`src/rtl/wb_arbiter_2m_if.sv`:
```
// Bus bundle between two Wishbone masters, the arbiter and the shared slave.
// Modport 'slave' is the arbiter's view; modport 'master' is the environment driving masters and slave.
interface wb_arbiter_2m_if #(
  parameter int WB_BUS_WIDTH  = 32,
  parameter int WB_ADDR_WIDTH = 32
) ();
  // Handshake: a master holds cyc_i for the whole bus cycle; each beat is
  // stb_i while stall_o=0, completed by exactly one of ack/err/rty.
  logic [WB_BUS_WIDTH-1:0]   m0_data_i, m1_data_i, m0_data_o, m1_data_o;
  logic [WB_ADDR_WIDTH-1:0]  m0_addr_i, m1_addr_i;
  logic [WB_BUS_WIDTH/8-1:0] m0_sel_i, m1_sel_i;
  logic m0_cyc_i, m0_stb_i, m0_we_i, m0_lock_i;
  logic m1_cyc_i, m1_stb_i, m1_we_i, m1_lock_i;
  logic m0_ack_o, m0_stall_o, m0_err_o, m0_rty_o;
  logic m1_ack_o, m1_stall_o, m1_err_o, m1_rty_o;

  logic [WB_BUS_WIDTH-1:0]   s_data_o, s_data_i;
  logic [WB_ADDR_WIDTH-1:0]  s_addr_o;
  logic [WB_BUS_WIDTH/8-1:0] s_sel_o;
  logic s_cyc_o, s_stb_o, s_we_o, s_lock_o;
  logic s_ack_i, s_stall_i, s_err_i, s_rty_i;

  modport slave (
    input  m0_data_i, m0_addr_i, m0_sel_i, m0_cyc_i, m0_stb_i, m0_we_i, m0_lock_i,
    input  m1_data_i, m1_addr_i, m1_sel_i, m1_cyc_i, m1_stb_i, m1_we_i, m1_lock_i,
    output m0_data_o, m0_ack_o, m0_stall_o, m0_err_o, m0_rty_o,
    output m1_data_o, m1_ack_o, m1_stall_o, m1_err_o, m1_rty_o,
    output s_data_o, s_addr_o, s_sel_o, s_cyc_o, s_stb_o, s_we_o, s_lock_o,
    input  s_data_i, s_ack_i, s_stall_i, s_err_i, s_rty_i
  );

  modport master (
    output m0_data_i, m0_addr_i, m0_sel_i, m0_cyc_i, m0_stb_i, m0_we_i, m0_lock_i,
    output m1_data_i, m1_addr_i, m1_sel_i, m1_cyc_i, m1_stb_i, m1_we_i, m1_lock_i,
    input  m0_data_o, m0_ack_o, m0_stall_o, m0_err_o, m0_rty_o,
    input  m1_data_o, m1_ack_o, m1_stall_o, m1_err_o, m1_rty_o,
    input  s_data_o, s_addr_o, s_sel_o, s_cyc_o, s_stb_o, s_we_o, s_lock_o,
    output s_data_i, s_ack_i, s_stall_i, s_err_i, s_rty_i
  );
endinterface

```
`src/rtl/wb_arbiter_2m.sv`:
```
// Two-master round-robin Wishbone arbiter with bus lock and a stall watchdog.
// The grant is registered; data paths through the owner are combinational.
module wb_arbiter_2m #(
  parameter int WB_BUS_WIDTH  = 32,
  parameter int WB_ADDR_WIDTH = 32,
  parameter int TIMEOUT       = 255
) (
  input  logic              wb_clk_i,
  input  logic              wb_reset_i,
  wb_arbiter_2m_if.slave    bus,
  output logic [1:0]        state_o
);
  typedef enum logic [1:0] {IDLE = 2'd0, BUSY = 2'd1, ABORT = 2'd2} state_t;

  localparam logic [15:0] TIMEOUT16 = 16'(TIMEOUT);

  state_t      state_q;
  logic        owner_q, last_q, err_q;
  logic [15:0] wdog_q, wdog_inc;

  logic                      own_cyc, own_stb, own_we, own_lock;
  logic [WB_BUS_WIDTH-1:0]   own_data;
  logic [WB_ADDR_WIDTH-1:0]  own_addr;
  logic [WB_BUS_WIDTH/8-1:0] own_sel;
  logic                      winner, resp, busy, g0, g1;

  always_comb begin
    own_cyc  = owner_q ? bus.m1_cyc_i  : bus.m0_cyc_i;
    own_stb  = owner_q ? bus.m1_stb_i  : bus.m0_stb_i;
    own_we   = owner_q ? bus.m1_we_i   : bus.m0_we_i;
    own_lock = owner_q ? bus.m1_lock_i : bus.m0_lock_i;
    own_data = owner_q ? bus.m1_data_i : bus.m0_data_i;
    own_addr = owner_q ? bus.m1_addr_i : bus.m0_addr_i;
    own_sel  = owner_q ? bus.m1_sel_i  : bus.m0_sel_i;
  end

  // With both requesting, the master that did not own the bus last wins.
  assign winner   = (bus.m0_cyc_i && bus.m1_cyc_i) ? ~last_q : bus.m1_cyc_i;
  assign resp     = bus.s_ack_i | bus.s_err_i | bus.s_rty_i;
  assign wdog_inc = (wdog_q == 16'hFFFF) ? wdog_q : wdog_q + 16'd1;

  always_ff @(posedge wb_clk_i) begin
    if (wb_reset_i) begin
      state_q <= IDLE;
      owner_q <= 1'b0;
      last_q  <= 1'b1;
      wdog_q  <= 16'd0;
      err_q   <= 1'b0;
    end else begin
      err_q <= 1'b0;
      case (state_q)
        IDLE: begin
          if (bus.m0_cyc_i || bus.m1_cyc_i) begin
            state_q <= BUSY;
            owner_q <= winner;
            last_q  <= winner;
            wdog_q  <= 16'd0;
          end
        end
        BUSY: begin
          if (!own_cyc && !own_lock) begin
            state_q <= IDLE;
          end else if (resp || !own_stb) begin
            wdog_q <= 16'd0;
          end else begin
            wdog_q <= wdog_inc;
            // Abort in the cycle whose count would reach TIMEOUT.
            if (wdog_inc >= TIMEOUT16) begin
              state_q <= ABORT;
              err_q   <= 1'b1;
            end
          end
        end
        ABORT: begin
          if (!own_cyc && !own_lock) state_q <= IDLE;
        end
        default: state_q <= IDLE;
      endcase
    end
  end

  assign state_o = state_q;
  assign busy    = (state_q == BUSY);
  assign g0      = busy && !owner_q;
  assign g1      = busy &&  owner_q;

  // While a locked owner has dropped cyc, the grant is held but the slave sees no cycle.
  assign bus.s_cyc_o  = busy && own_cyc;
  assign bus.s_stb_o  = busy && own_cyc && own_stb;
  assign bus.s_we_o   = busy && own_we;
  assign bus.s_lock_o = busy && own_lock;
  assign bus.s_data_o = busy ? own_data : '0;
  assign bus.s_addr_o = busy ? own_addr : '0;
  assign bus.s_sel_o  = busy ? own_sel  : '0;

  assign bus.m0_data_o  = g0 ? bus.s_data_i : '0;
  assign bus.m0_ack_o   = g0 && bus.s_ack_i;
  assign bus.m0_stall_o = g0 ? bus.s_stall_i : 1'b1;
  assign bus.m0_err_o   = (g0 && bus.s_err_i) || (err_q && !owner_q);
  assign bus.m0_rty_o   = g0 && bus.s_rty_i;

  assign bus.m1_data_o  = g1 ? bus.s_data_i : '0;
  assign bus.m1_ack_o   = g1 && bus.s_ack_i;
  assign bus.m1_stall_o = g1 ? bus.s_stall_i : 1'b1;
  assign bus.m1_err_o   = (g1 && bus.s_err_i) || (err_q && owner_q);
  assign bus.m1_rty_o   = g1 && bus.s_rty_i;
endmodule

```
`src/flat_wrapper.sv`:
```
// flat-port wrapper written by rule: the top's interface ports become plain ports
module wb_arbiter_2m_flat 
#(
  parameter int WB_BUS_WIDTH  = 32,
  parameter int WB_ADDR_WIDTH = 32,
  parameter int TIMEOUT       = 255
)
  (wb_clk_i, wb_reset_i, state_o, bus_m0_data_i, bus_m0_addr_i, bus_m0_sel_i, bus_m0_cyc_i, bus_m0_stb_i, bus_m0_we_i, bus_m0_lock_i, bus_m1_data_i, bus_m1_addr_i, bus_m1_sel_i, bus_m1_cyc_i, bus_m1_stb_i, bus_m1_we_i, bus_m1_lock_i, bus_m0_data_o, bus_m0_ack_o, bus_m0_stall_o, bus_m0_err_o, bus_m0_rty_o, bus_m1_data_o, bus_m1_ack_o, bus_m1_stall_o, bus_m1_err_o, bus_m1_rty_o, bus_s_data_o, bus_s_addr_o, bus_s_sel_o, bus_s_cyc_o, bus_s_stb_o, bus_s_we_o, bus_s_lock_o, bus_s_data_i, bus_s_ack_i, bus_s_stall_i, bus_s_err_i, bus_s_rty_i);
  wb_arbiter_2m_if #(.WB_BUS_WIDTH(WB_BUS_WIDTH), .WB_ADDR_WIDTH(WB_ADDR_WIDTH)) bus_i ();
  input  logic wb_clk_i;
  input  logic wb_reset_i;
  output logic [1:0] state_o;
  input wire logic [$bits(bus_i.m0_data_i)-1:0] bus_m0_data_i;
  input wire logic [$bits(bus_i.m0_addr_i)-1:0] bus_m0_addr_i;
  input wire logic [$bits(bus_i.m0_sel_i)-1:0] bus_m0_sel_i;
  input wire logic [$bits(bus_i.m0_cyc_i)-1:0] bus_m0_cyc_i;
  input wire logic [$bits(bus_i.m0_stb_i)-1:0] bus_m0_stb_i;
  input wire logic [$bits(bus_i.m0_we_i)-1:0] bus_m0_we_i;
  input wire logic [$bits(bus_i.m0_lock_i)-1:0] bus_m0_lock_i;
  input wire logic [$bits(bus_i.m1_data_i)-1:0] bus_m1_data_i;
  input wire logic [$bits(bus_i.m1_addr_i)-1:0] bus_m1_addr_i;
  input wire logic [$bits(bus_i.m1_sel_i)-1:0] bus_m1_sel_i;
  input wire logic [$bits(bus_i.m1_cyc_i)-1:0] bus_m1_cyc_i;
  input wire logic [$bits(bus_i.m1_stb_i)-1:0] bus_m1_stb_i;
  input wire logic [$bits(bus_i.m1_we_i)-1:0] bus_m1_we_i;
  input wire logic [$bits(bus_i.m1_lock_i)-1:0] bus_m1_lock_i;
  output wire logic [$bits(bus_i.m0_data_o)-1:0] bus_m0_data_o;
  output wire logic [$bits(bus_i.m0_ack_o)-1:0] bus_m0_ack_o;
  output wire logic [$bits(bus_i.m0_stall_o)-1:0] bus_m0_stall_o;
  output wire logic [$bits(bus_i.m0_err_o)-1:0] bus_m0_err_o;
  output wire logic [$bits(bus_i.m0_rty_o)-1:0] bus_m0_rty_o;
  output wire logic [$bits(bus_i.m1_data_o)-1:0] bus_m1_data_o;
  output wire logic [$bits(bus_i.m1_ack_o)-1:0] bus_m1_ack_o;
  output wire logic [$bits(bus_i.m1_stall_o)-1:0] bus_m1_stall_o;
  output wire logic [$bits(bus_i.m1_err_o)-1:0] bus_m1_err_o;
  output wire logic [$bits(bus_i.m1_rty_o)-1:0] bus_m1_rty_o;
  output wire logic [$bits(bus_i.s_data_o)-1:0] bus_s_data_o;
  output wire logic [$bits(bus_i.s_addr_o)-1:0] bus_s_addr_o;
  output wire logic [$bits(bus_i.s_sel_o)-1:0] bus_s_sel_o;
  output wire logic [$bits(bus_i.s_cyc_o)-1:0] bus_s_cyc_o;
  output wire logic [$bits(bus_i.s_stb_o)-1:0] bus_s_stb_o;
  output wire logic [$bits(bus_i.s_we_o)-1:0] bus_s_we_o;
  output wire logic [$bits(bus_i.s_lock_o)-1:0] bus_s_lock_o;
  input wire logic [$bits(bus_i.s_data_i)-1:0] bus_s_data_i;
  input wire logic [$bits(bus_i.s_ack_i)-1:0] bus_s_ack_i;
  input wire logic [$bits(bus_i.s_stall_i)-1:0] bus_s_stall_i;
  input wire logic [$bits(bus_i.s_err_i)-1:0] bus_s_err_i;
  input wire logic [$bits(bus_i.s_rty_i)-1:0] bus_s_rty_i;
  assign bus_i.m0_data_i = bus_m0_data_i;
  assign bus_i.m0_addr_i = bus_m0_addr_i;
  assign bus_i.m0_sel_i = bus_m0_sel_i;
  assign bus_i.m0_cyc_i = bus_m0_cyc_i;
  assign bus_i.m0_stb_i = bus_m0_stb_i;
  assign bus_i.m0_we_i = bus_m0_we_i;
  assign bus_i.m0_lock_i = bus_m0_lock_i;
  assign bus_i.m1_data_i = bus_m1_data_i;
  assign bus_i.m1_addr_i = bus_m1_addr_i;
  assign bus_i.m1_sel_i = bus_m1_sel_i;
  assign bus_i.m1_cyc_i = bus_m1_cyc_i;
  assign bus_i.m1_stb_i = bus_m1_stb_i;
  assign bus_i.m1_we_i = bus_m1_we_i;
  assign bus_i.m1_lock_i = bus_m1_lock_i;
  assign bus_m0_data_o = bus_i.m0_data_o;
  assign bus_m0_ack_o = bus_i.m0_ack_o;
  assign bus_m0_stall_o = bus_i.m0_stall_o;
  assign bus_m0_err_o = bus_i.m0_err_o;
  assign bus_m0_rty_o = bus_i.m0_rty_o;
  assign bus_m1_data_o = bus_i.m1_data_o;
  assign bus_m1_ack_o = bus_i.m1_ack_o;
  assign bus_m1_stall_o = bus_i.m1_stall_o;
  assign bus_m1_err_o = bus_i.m1_err_o;
  assign bus_m1_rty_o = bus_i.m1_rty_o;
  assign bus_s_data_o = bus_i.s_data_o;
  assign bus_s_addr_o = bus_i.s_addr_o;
  assign bus_s_sel_o = bus_i.s_sel_o;
  assign bus_s_cyc_o = bus_i.s_cyc_o;
  assign bus_s_stb_o = bus_i.s_stb_o;
  assign bus_s_we_o = bus_i.s_we_o;
  assign bus_s_lock_o = bus_i.s_lock_o;
  assign bus_i.s_data_i = bus_s_data_i;
  assign bus_i.s_ack_i = bus_s_ack_i;
  assign bus_i.s_stall_i = bus_s_stall_i;
  assign bus_i.s_err_i = bus_s_err_i;
  assign bus_i.s_rty_i = bus_s_rty_i;
  wb_arbiter_2m #(.WB_BUS_WIDTH(WB_BUS_WIDTH), .WB_ADDR_WIDTH(WB_ADDR_WIDTH), .TIMEOUT(TIMEOUT)) u_core (.wb_clk_i(wb_clk_i), .wb_reset_i(wb_reset_i), .bus(bus_i), .state_o(state_o));
endmodule
```
`config.mk`:
```
export PLATFORM = sky130hd
export DESIGN_NAME = wb_arbiter_2m_flat
export DESIGN_NICKNAME = d
export VERILOG_FILES = /design/src/rtl/wb_arbiter_2m_if.sv /design/src/rtl/wb_arbiter_2m.sv /design/src/flat_wrapper.sv
export SDC_FILE = /design/constraint.sdc
export NUM_CORES = 1
export LEC_CHECK = 0
export ABC_AREA = 1
export CAP_MARGIN = 0
export CORE_AREA = 2 2 128 130
export CTS_BUF_LIST = sky130_fd_sc_hd__clkbuf_2
export CTS_CLUSTER_DIAMETER = 60
export DETAILED_ROUTE_END_ITERATION = 6
export DIE_AREA = 0 0 130 132
export SLEW_MARGIN = 5
export SYNTH_ARGS = -nofsm -noshare
export SYNTH_HDL_FRONTEND = slang
export SYNTH_SLANG_ARGS = --single-unit
```
`constraint.sdc`:
```
create_clock -name wb_clk_i -period 2.3 [get_ports wb_clk_i]
set_input_delay 0.345 -clock wb_clk_i [delete_from_list [all_inputs] [get_ports wb_clk_i]]
set_output_delay 0.345 -clock wb_clk_i [all_outputs]
set_load 0.1 [all_outputs]
```
==> impl_metrics.csv, run 1 <==
group,metric,value,unit
sta,rsz0062_at_grt,"false",
place,area_of_placed_instances,8170,um^2
clock_tree,tritoncts,"yes",
critical_path,critPathLaunch,"u_core.state_o[0]",
sta,final_max_slew_viol_count,0,
synthesis,syn-instance-count,443,
layout,areaGrowthSynthToFinish,228,%
die,coreArea,15700,um^2
place,gp_routability_congestion,0.865,
routing,vias,4350,
synthesis,synthArstFlopShare,0,%
routing,detailed_route_wire_length_per_cell,20.8,um
worst_hold_path,hold_path_class,"register to register",
synthesis,synth-seq-cells,21,
layout,mostFrequentLayoutCell,"sky130_fd_sc_hd__clkdlybuf4s50_1",
routing,route.antenna.remaining_nets,0,
power,power_frac_seq,10.9,%
clock_tree,clkLatencyLatePin,0.32,ns
sta,min_period,2.19,ns
flow_run,max_cap_violations,0,
grt,overflow,0,
worst_hold_path,hold_path_end,"u_core.last_q",
place,place.detailed.instances,971,
die,pin_count,328,
sta,setup-violations-final,0,
synthesis,edff_count_synth,0,
grt,grt_pass1_vias,4322,
routing,avgViaCountPerCell,4.37,
die,dieArea,17200,um^2
power,share_clk_of_total_power,4.7,%
critical_path,cp_data_required_time,1.96,ns
critical_path,worst-r2r-setup-slack,0.21,ns
grt,grtUsageTotal,22.9,%
routing,detailedRoute.firstPassIterationCount,4,
power,post-layout-total-power,3.45,mW
sta,hold_violations,0,
die,dieHeight,132,um
clock_tree,worst_setup_hold_path_clk_slew,0.20,ns
die,placementRows,46,
layout,nets,958,
critical_path,worstSetupEndpointType,"primary output",
critical_path,worst-endpoint-arrival,1.85,ns
layout,drive_gt1_share,38.8,%
power,power-per-cell-area,402,nW/um^2
synthesis,postSynthAreaPerCell,5.89,um^2
routing,detail_route.drc_violations,0,
clock_tree,cts-buffers-inserted,3,
clock_tree,clock_sinks,21,
layout,final_cell_area,8560,um^2
die,initial_standard_cell_utilization_of_the_core,16.6,%
layout,core_utilization_of_the_finished_layout,54.5,%
clock_tree,cts-htree-levels,1,
power,switching_share,55.3,%
sta,post-route-period-util,95.4,%
sta,slew-limit-headroom,68.7,%
die,fp.dieW,130,um
synthesis,synth_area,2610,um^2
critical_path,critical_path.reg2reg.startpoint,"u_core.wdog_q[1]",
power,power.net_switching,1.91,mW
outcome,status,"completed",
critical_path,timing.setup.critical_path_class,"register to primary output",
layout,finish.cell_count_without_fillers,996,
power,comb_power_share,84.4,%
critical_path,worstReg2RegEnd,"u_core.state_o[1]",
critical_path,r2r.worst_path.cells,13,
critical_path,critical_path_fanout_max,9,
clock_tree,cts.path.max_buffers,2,
worst_hold_path,hold_path.startpoint,"u_core.last_q",
worst_hold_path,holdPathStages,2,
place,dpl.hpwl,17.2,mm
grt,grt_antenna_before_repair,8,
synthesis,synth_nets,626,
routing,detailedRoute.firstIterationViolations,175,
sta,fmaxAchievable,0.456,GHz
power,p_int,1.54,mW
power,irDropWorstVdd,0.000189,V
synthesis,ys.warnings.count,0,
power,p_leak,3.39,nW
sta,worst_clock_skew,0.00303,ns
routing,wl,20.7,mm
synthesis,post_synth_num_cell_types,28,
synthesis,yosysSeqAreaShare,16.1,%
sta,worst-slew-pin-transition,0.468,ns
critical_path,critPathLaunchType,"register",
grt,global_route_wire_length_before_repair,28.7,mm
sta,tns,0,ns
grt,largest_net_degree_at_the_start_of_global_routing,36,
layout,layout.cells.most_common_list,"sky130_fd_sc_hd__clkdlybuf4s50_1 (181), sky130_fd_sc_hd__buf_12 (149), sky130_fd_sc_hd__nand2_1 (86)",
place,io_buffers,327,
clock_tree,clockRootBuffer,"sky130_fd_sc_hd__clkbuf_2",
synthesis,dominantRegCellSynth,"sky130_fd_sc_hd__dfxtp_1",
cells by family after synthesis:
family | count (synthesis) | share of synthesized area [%]
buf+inv | 92 | 14.5
mux | 2 | 0.767
compound gates | 98 | 29.1
flops | 21 | 16.1
fa+ha+maj | 1 | 0.479
simple gates | 226 | 38.0
xor+xnor | 3 | 1.01
state kept, by name, summed over array words and instances, names as in the netlist:
name / flops
u_core.wdog_q: 16
u_core.state_o: 2
u_core.err_q: 1
u_core.last_q: 1
u_core.owner_q: 1
metrics by stage:
| stage | worst slack [ns] | hold slack (ns) |
|---|---|---|
| floorplan | -0.222 | 0.440 |
| global placement | 0.257 | 0.458 |
| detailed placement | 0.249 | 0.473 |
| CTS | 0.0129 | 0.506 |
| global route | 0.00413 | 0.526 |
| finish | 0.107 | 0.499 |
worst max path at each step:
stage	to	cells after the start	slack, ns
3_5_place_dp	u_core.wdog_q[8]	8	0.25
2_1_floorplan	bus_s_addr_o[0]	6	-0.22
6_report	bus_s_data_o[5]	8	0.11
3_3_place_gp	u_core.state_o[0]	14	0.26
4_1_cts	bus_m1_data_o[14]	8	0.01
5_1_grt	bus_s_data_o[5]	8	0.004
power by group through the flow:
stage                     logic (mW)  clock network (mW)  registers (mW)
after floorplan                 1.60                   0           0.392
after global placement          2.81                   0           0.383
after detailed placement        2.81                   0           0.383
after CTS                       2.89               0.175           0.375
after global routing            2.97               0.188           0.377
final                           2.91               0.162           0.376
critical path: stages, from the launching register on:
cell	delay (ns)
sky130_fd_sc_hd__dfxtp_4	0.39
sky130_fd_sc_hd__inv_2	0.04
sky130_fd_sc_hd__nor2_2	0.10
sky130_fd_sc_hd__inv_2	0.08
sky130_fd_sc_hd__nor2_4	0.19
sky130_fd_sc_hd__buf_6	0.18
sky130_fd_sc_hd__clkbuf_16	0.18
sky130_fd_sc_hd__a22o_1	0.18
sky130_fd_sc_hd__buf_12	0.18
cell usage after synthesis (2+ instances only):
cell type                  instances  share of area, %
sky130_fd_sc_hd__nor2_4            5               2.2
sky130_fd_sc_hd__nor3_1            2              0.38
sky130_fd_sc_hd__inv_2             6              0.86
sky130_fd_sc_hd__dfxtp_1          21                16
sky130_fd_sc_hd__a21oi_1          19               3.6
sky130_fd_sc_hd__inv_1            60               8.6
sky130_fd_sc_hd__nor2_2            6               1.4
sky130_fd_sc_hd__nand2_1          87                13
sky130_fd_sc_hd__o21bai_1          2              0.57
sky130_fd_sc_hd__mux2i_1           2              0.77
sky130_fd_sc_hd__buf_2             8               1.5
sky130_fd_sc_hd__o21ai_0           3              0.57
sky130_fd_sc_hd__o22ai_1           2              0.48
sky130_fd_sc_hd__buf_6             3               1.3
sky130_fd_sc_hd__nor2_1           91                13
sky130_fd_sc_hd__clkbuf_1         15               2.2
sky130_fd_sc_hd__nand2_4           2              0.86
sky130_fd_sc_hd__a22o_1           69                23
sky130_fd_sc_hd__nand4_1           7               1.7
sky130_fd_sc_hd__nand2_2           5               1.2
sky130_fd_sc_hd__nand3_1          19               3.6
sky130_fd_sc_hd__o21ai_1           2              0.38
sky130_fd_sc_hd__xor2_1            2              0.67
layer usage:
metal  vias up  routed length, um  global-route usage [%]
met5         -                 65                       0
met4        10                578                    5.26
met1      1998               7560                    25.3
met2       169              10500                    41.0
li1       2135                  -                       -
met3        38               1990                    8.77
final cells by class:
| class | instances | area [um^2] |
|---|---|---|
| Clock buffer | 4 | 20.0 |
| Fill cell | 1424 | 7150 |
| Multi-Input combinational cell | 330 | 2480 |
| Antenna cell | 6 | 15.0 |
| Inverter | 66 | 251 |
| Tap cell | 216 | 270 |
| Timing Repair Buffer | 353 | 5090 |
| Sequential cell | 21 | 429 |
what timing repair did:
item | in CTS | in global routing
hold buffers | 0 | 0
gates resized for setup | 10 | 14
endpoints found under the setup margin | 72 | 106
buffers inserted | 7 | 2
pin swaps | 3 | 7
gates cloned | 3 | 3
Power figures use the tool's default switching activity.
==> run 2, diff against run 1 <==
--- a/config.mk
+++ b/config.mk
@@ -9,3 +9,7 @@
 export CAP_MARGIN = 0
-export CORE_AREA = 2 2 128 130
+export CELL_PAD_IN_SITES_DETAIL_PLACEMENT = 0
+export CELL_PAD_IN_SITES_GLOBAL_PLACEMENT = 2
+export CORE_ASPECT_RATIO = 0.8
+export CORE_MARGIN = 1
+export CORE_UTILIZATION = 11
 export CTS_BUF_LIST = sky130_fd_sc_hd__clkbuf_2
@@ -13,3 +17,3 @@
 export DETAILED_ROUTE_END_ITERATION = 6
-export DIE_AREA = 0 0 130 132
+export PLACE_DENSITY_LB_ADDON = 0.1
 export SLEW_MARGIN = 5
--- a/constraint.sdc
+++ b/constraint.sdc
@@ -3,2 +3,2 @@
 set_output_delay 0.345 -clock wb_clk_i [all_outputs]
-set_load 0.1 [all_outputs]
+set_load 0.05 [all_outputs]
==> run 2 against run 1 <==
  * Sequential share of layout area is 0.17 points lower
  * Global-route usage is 6.5 points lower
  * Sequential power about the same
  * Final cell count is 9.3% higher
  * Die area grew 42%
  * Via count up 0.25%
  * Combinational power fell by 20%
  * Wire length rose by 11%
  * Largest cell class unchanged
  * Largest power group unchanged
==> impl_metrics.csv, run 2 (synthesized netlist as in run 1, its figures left out) <==
group,metric,value,unit
power,post-layout-total-power,2.89,mW
die,fp.dieW,174,um
grt,largest_net_degree_at_the_start_of_global_routing,71,
critical_path,critical_path.reg2reg.startpoint,"u_core.wdog_q[1]",
clock_tree,clkLatencyLatePin,0.36,ns
clock_tree,cts-htree-levels,1,
sta,setup-violations-final,0,
critical_path,critical_path.most_common_cell,"sky130_fd_sc_hd__nor2_4",
critical_path,worstSetupEndpointType,"primary output",
die,placementRows,50,
layout,mostFrequentLayoutCell,"sky130_fd_sc_hd__clkdlybuf4s50_1",
sta,post-route-period-util,99.0,%
routing,routed_length_on_met1,9.13,mm
grt,grtUsageTotal,16.4,%
layout,number_of_flip_flops_in_the_largest_register,16,
outcome,status,"completed",
routing,routed.top_layer,"met4",
power,p_leak,3.63,nW
layout,layout.cells.most_common_list,"sky130_fd_sc_hd__clkdlybuf4s50_1 (183), sky130_fd_sc_hd__buf_12 (146), sky130_fd_sc_hd__nand2_1 (87)",
place,io_buffers,327,
sta,worst-slew-pin-transition,0.604,ns
sta,final_max_slew_viol_count,0,
sta,slew-limit-headroom,59.6,%
place,dpl.hpwl,17.7,mm
critical_path,crit_family,"buffers and inverters",
routing,detailed_route_wire_length_per_cell,21.1,um
routing,wl,23.0,mm
critical_path,critPathLaunchType,"register",
clock_tree,worst_setup_hold_path_clk_slew,0.26,ns
die,dieHeight,140,um
routing,detailedRoute.firstIterationViolations,187,
die,coreArea,23300,um^2
routing,vias,4361,
layout,areaGrowthSynthToFinish,235,%
place,gp_routability_congestion,0.811,
critical_path,critical_path_fanout_max,8,
critical_path,worst_path_buf_inv,5,
critical_path,critPathLaunch,"u_core.state_o[0]",
sta,tns,0,ns
routing,avgViaCountPerCell,4.00,
clock_tree,tritoncts,"yes",
worst_hold_path,hold_path.startpoint,"u_core.last_q",
routing,detailedRoute.firstPassIterationCount,6,
critical_path,critPathMaxStageDelay,0.40,ns
die,pin_count,328,
die,dieArea,24400,um^2
critical_path,cp_data_required_time,1.96,ns
place,area_of_placed_instances,7770,um^2
grt,grt_pass1_vias,4273,
routing,detail_route.drc_violations,0,
clock_tree,clockRootBuffer,"sky130_fd_sc_hd__clkbuf_2",
flow_run,max_cap_violations,0,
power,power-per-cell-area,330,nW/um^2
clock_tree,cts-buffers-inserted,3,
critical_path,timing.setup.critical_path_class,"register to primary output",
clock_tree,cts.path.max_buffers,2,
critical_path,worst-endpoint-arrival,1.93,ns
layout,nets,960,
worst_hold_path,hold_path_class,"register to register",
routing,dr_wl_met3,1.51,mm
clock_tree,clock_sinks,21,
grt,global_route_wire_length_before_repair,29.4,mm
sta,fmaxAchievable,0.439,GHz
die,initial_standard_cell_utilization_of_the_core,11.2,%
critical_path,path_cells,"inv_2 > nor2_4 > inv_4 > nor2_4 > buf_8 > clkbuf_16 > a22o_1 > buf_12",
clock_tree,hold_fix_buffers_cts,0,
layout,registers.top_by_ff_count,"u_core.wdog_q",
routing,route.antenna.remaining_nets,0,
routing,dr_wl_met2,12.1,mm
critical_path,crit_path_top_delay_cell,"sky130_fd_sc_hd__dfxtp_2",
grt,grt_antenna_before_repair,1,
layout,fillers,2341,
layout,final_cell_area,8760,um^2
grt,overflow,0,
sta,rsz0062_at_grt,"true",
sta,min_period,2.28,ns
power,irDropWorstVdd,0.000156,V
sta,hold_violations,0,
layout,drive_gt1_share,38.8,%
sta,worst_clock_skew,0.0367,ns
critical_path,worst-r2r-setup-slack,0.26,ns
## run 2: cell type report
class	instances	area, um^2	area share [%]
diodes	1	2.50	0.0286
clock buffers	3	15.0	0.171
clock inverters	1	7.51	0.0857
inverters	66	263	3.00
multi-input cells	330	2480	28.4
flip-flops and latches	21	424	4.84
well taps	312	390	4.46
repair buffers	355	5170	59.0
## run 2: worst paths after layout
path / end / depth (start not counted)
setup reg to reg: u_core.state_o[0] / 13
hold reg to reg: u_core.last_q / 2
hold / removal: u_core.last_q / 2
setup / recovery: bus_s_data_o[14] / 8
## run 2: per-layer routing
| metal | track usage [%] | vias to the layer above |
|---|---|---|
| met2 | 30.6 | 173 |
| met3 | 4.18 | 17 |
| li1 | - | 2133 |
| met5 | 0 | - |
| met4 | 2.77 | 0 |
| met1 | 18.8 | 2038 |
## run 2: metrics by stage
| stage | util [%] | instances | setup WS [ns] | hold slack [ns] |
|---|---|---|---|---|
| after floorplan | - | 443 | -0.0360 | 0.440 |
| after global placement | 33.3 | 1065 | 0.266 | 0.462 |
| after detailed placement | 33.3 | 1065 | 0.210 | 0.471 |
| after CTS | 33.9 | 1075 | -0.0462 | 0.508 |
| after global routing | 37.5 | 1089 | -0.0917 | 0.539 |
| final | 37.5 | 1089 | 0.0226 | 0.508 |
## run 2: timing repair
| item | 4_1_cts | 5_1_grt |
|---|---|---|
| endpoints found under the setup margin | 126 | 92 |
| gates resized for setup | 11 | 96 |
| buffers inserted | 4 | 2 |
| cloned | 2 | 11 |
| pin swaps | 5 | 23 |
| hold endpoints to repair | 0 | 0 |
## run 2: tightest hold or removal path: cells and delay by family, from the launching register on
kind             cells  cell delay [ns]
AND/OR/NAND/NOR      2             0.12
flip-flops           1             0.38
## run 2: report_power, final
group | internal (mW) | total [mW] | switching (mW)
combinational | 1.18 | 2.34 | 1.16
sequential | 0.371 | 0.377 | 0.00633
clock | 0.0404 | 0.174 | 0.134
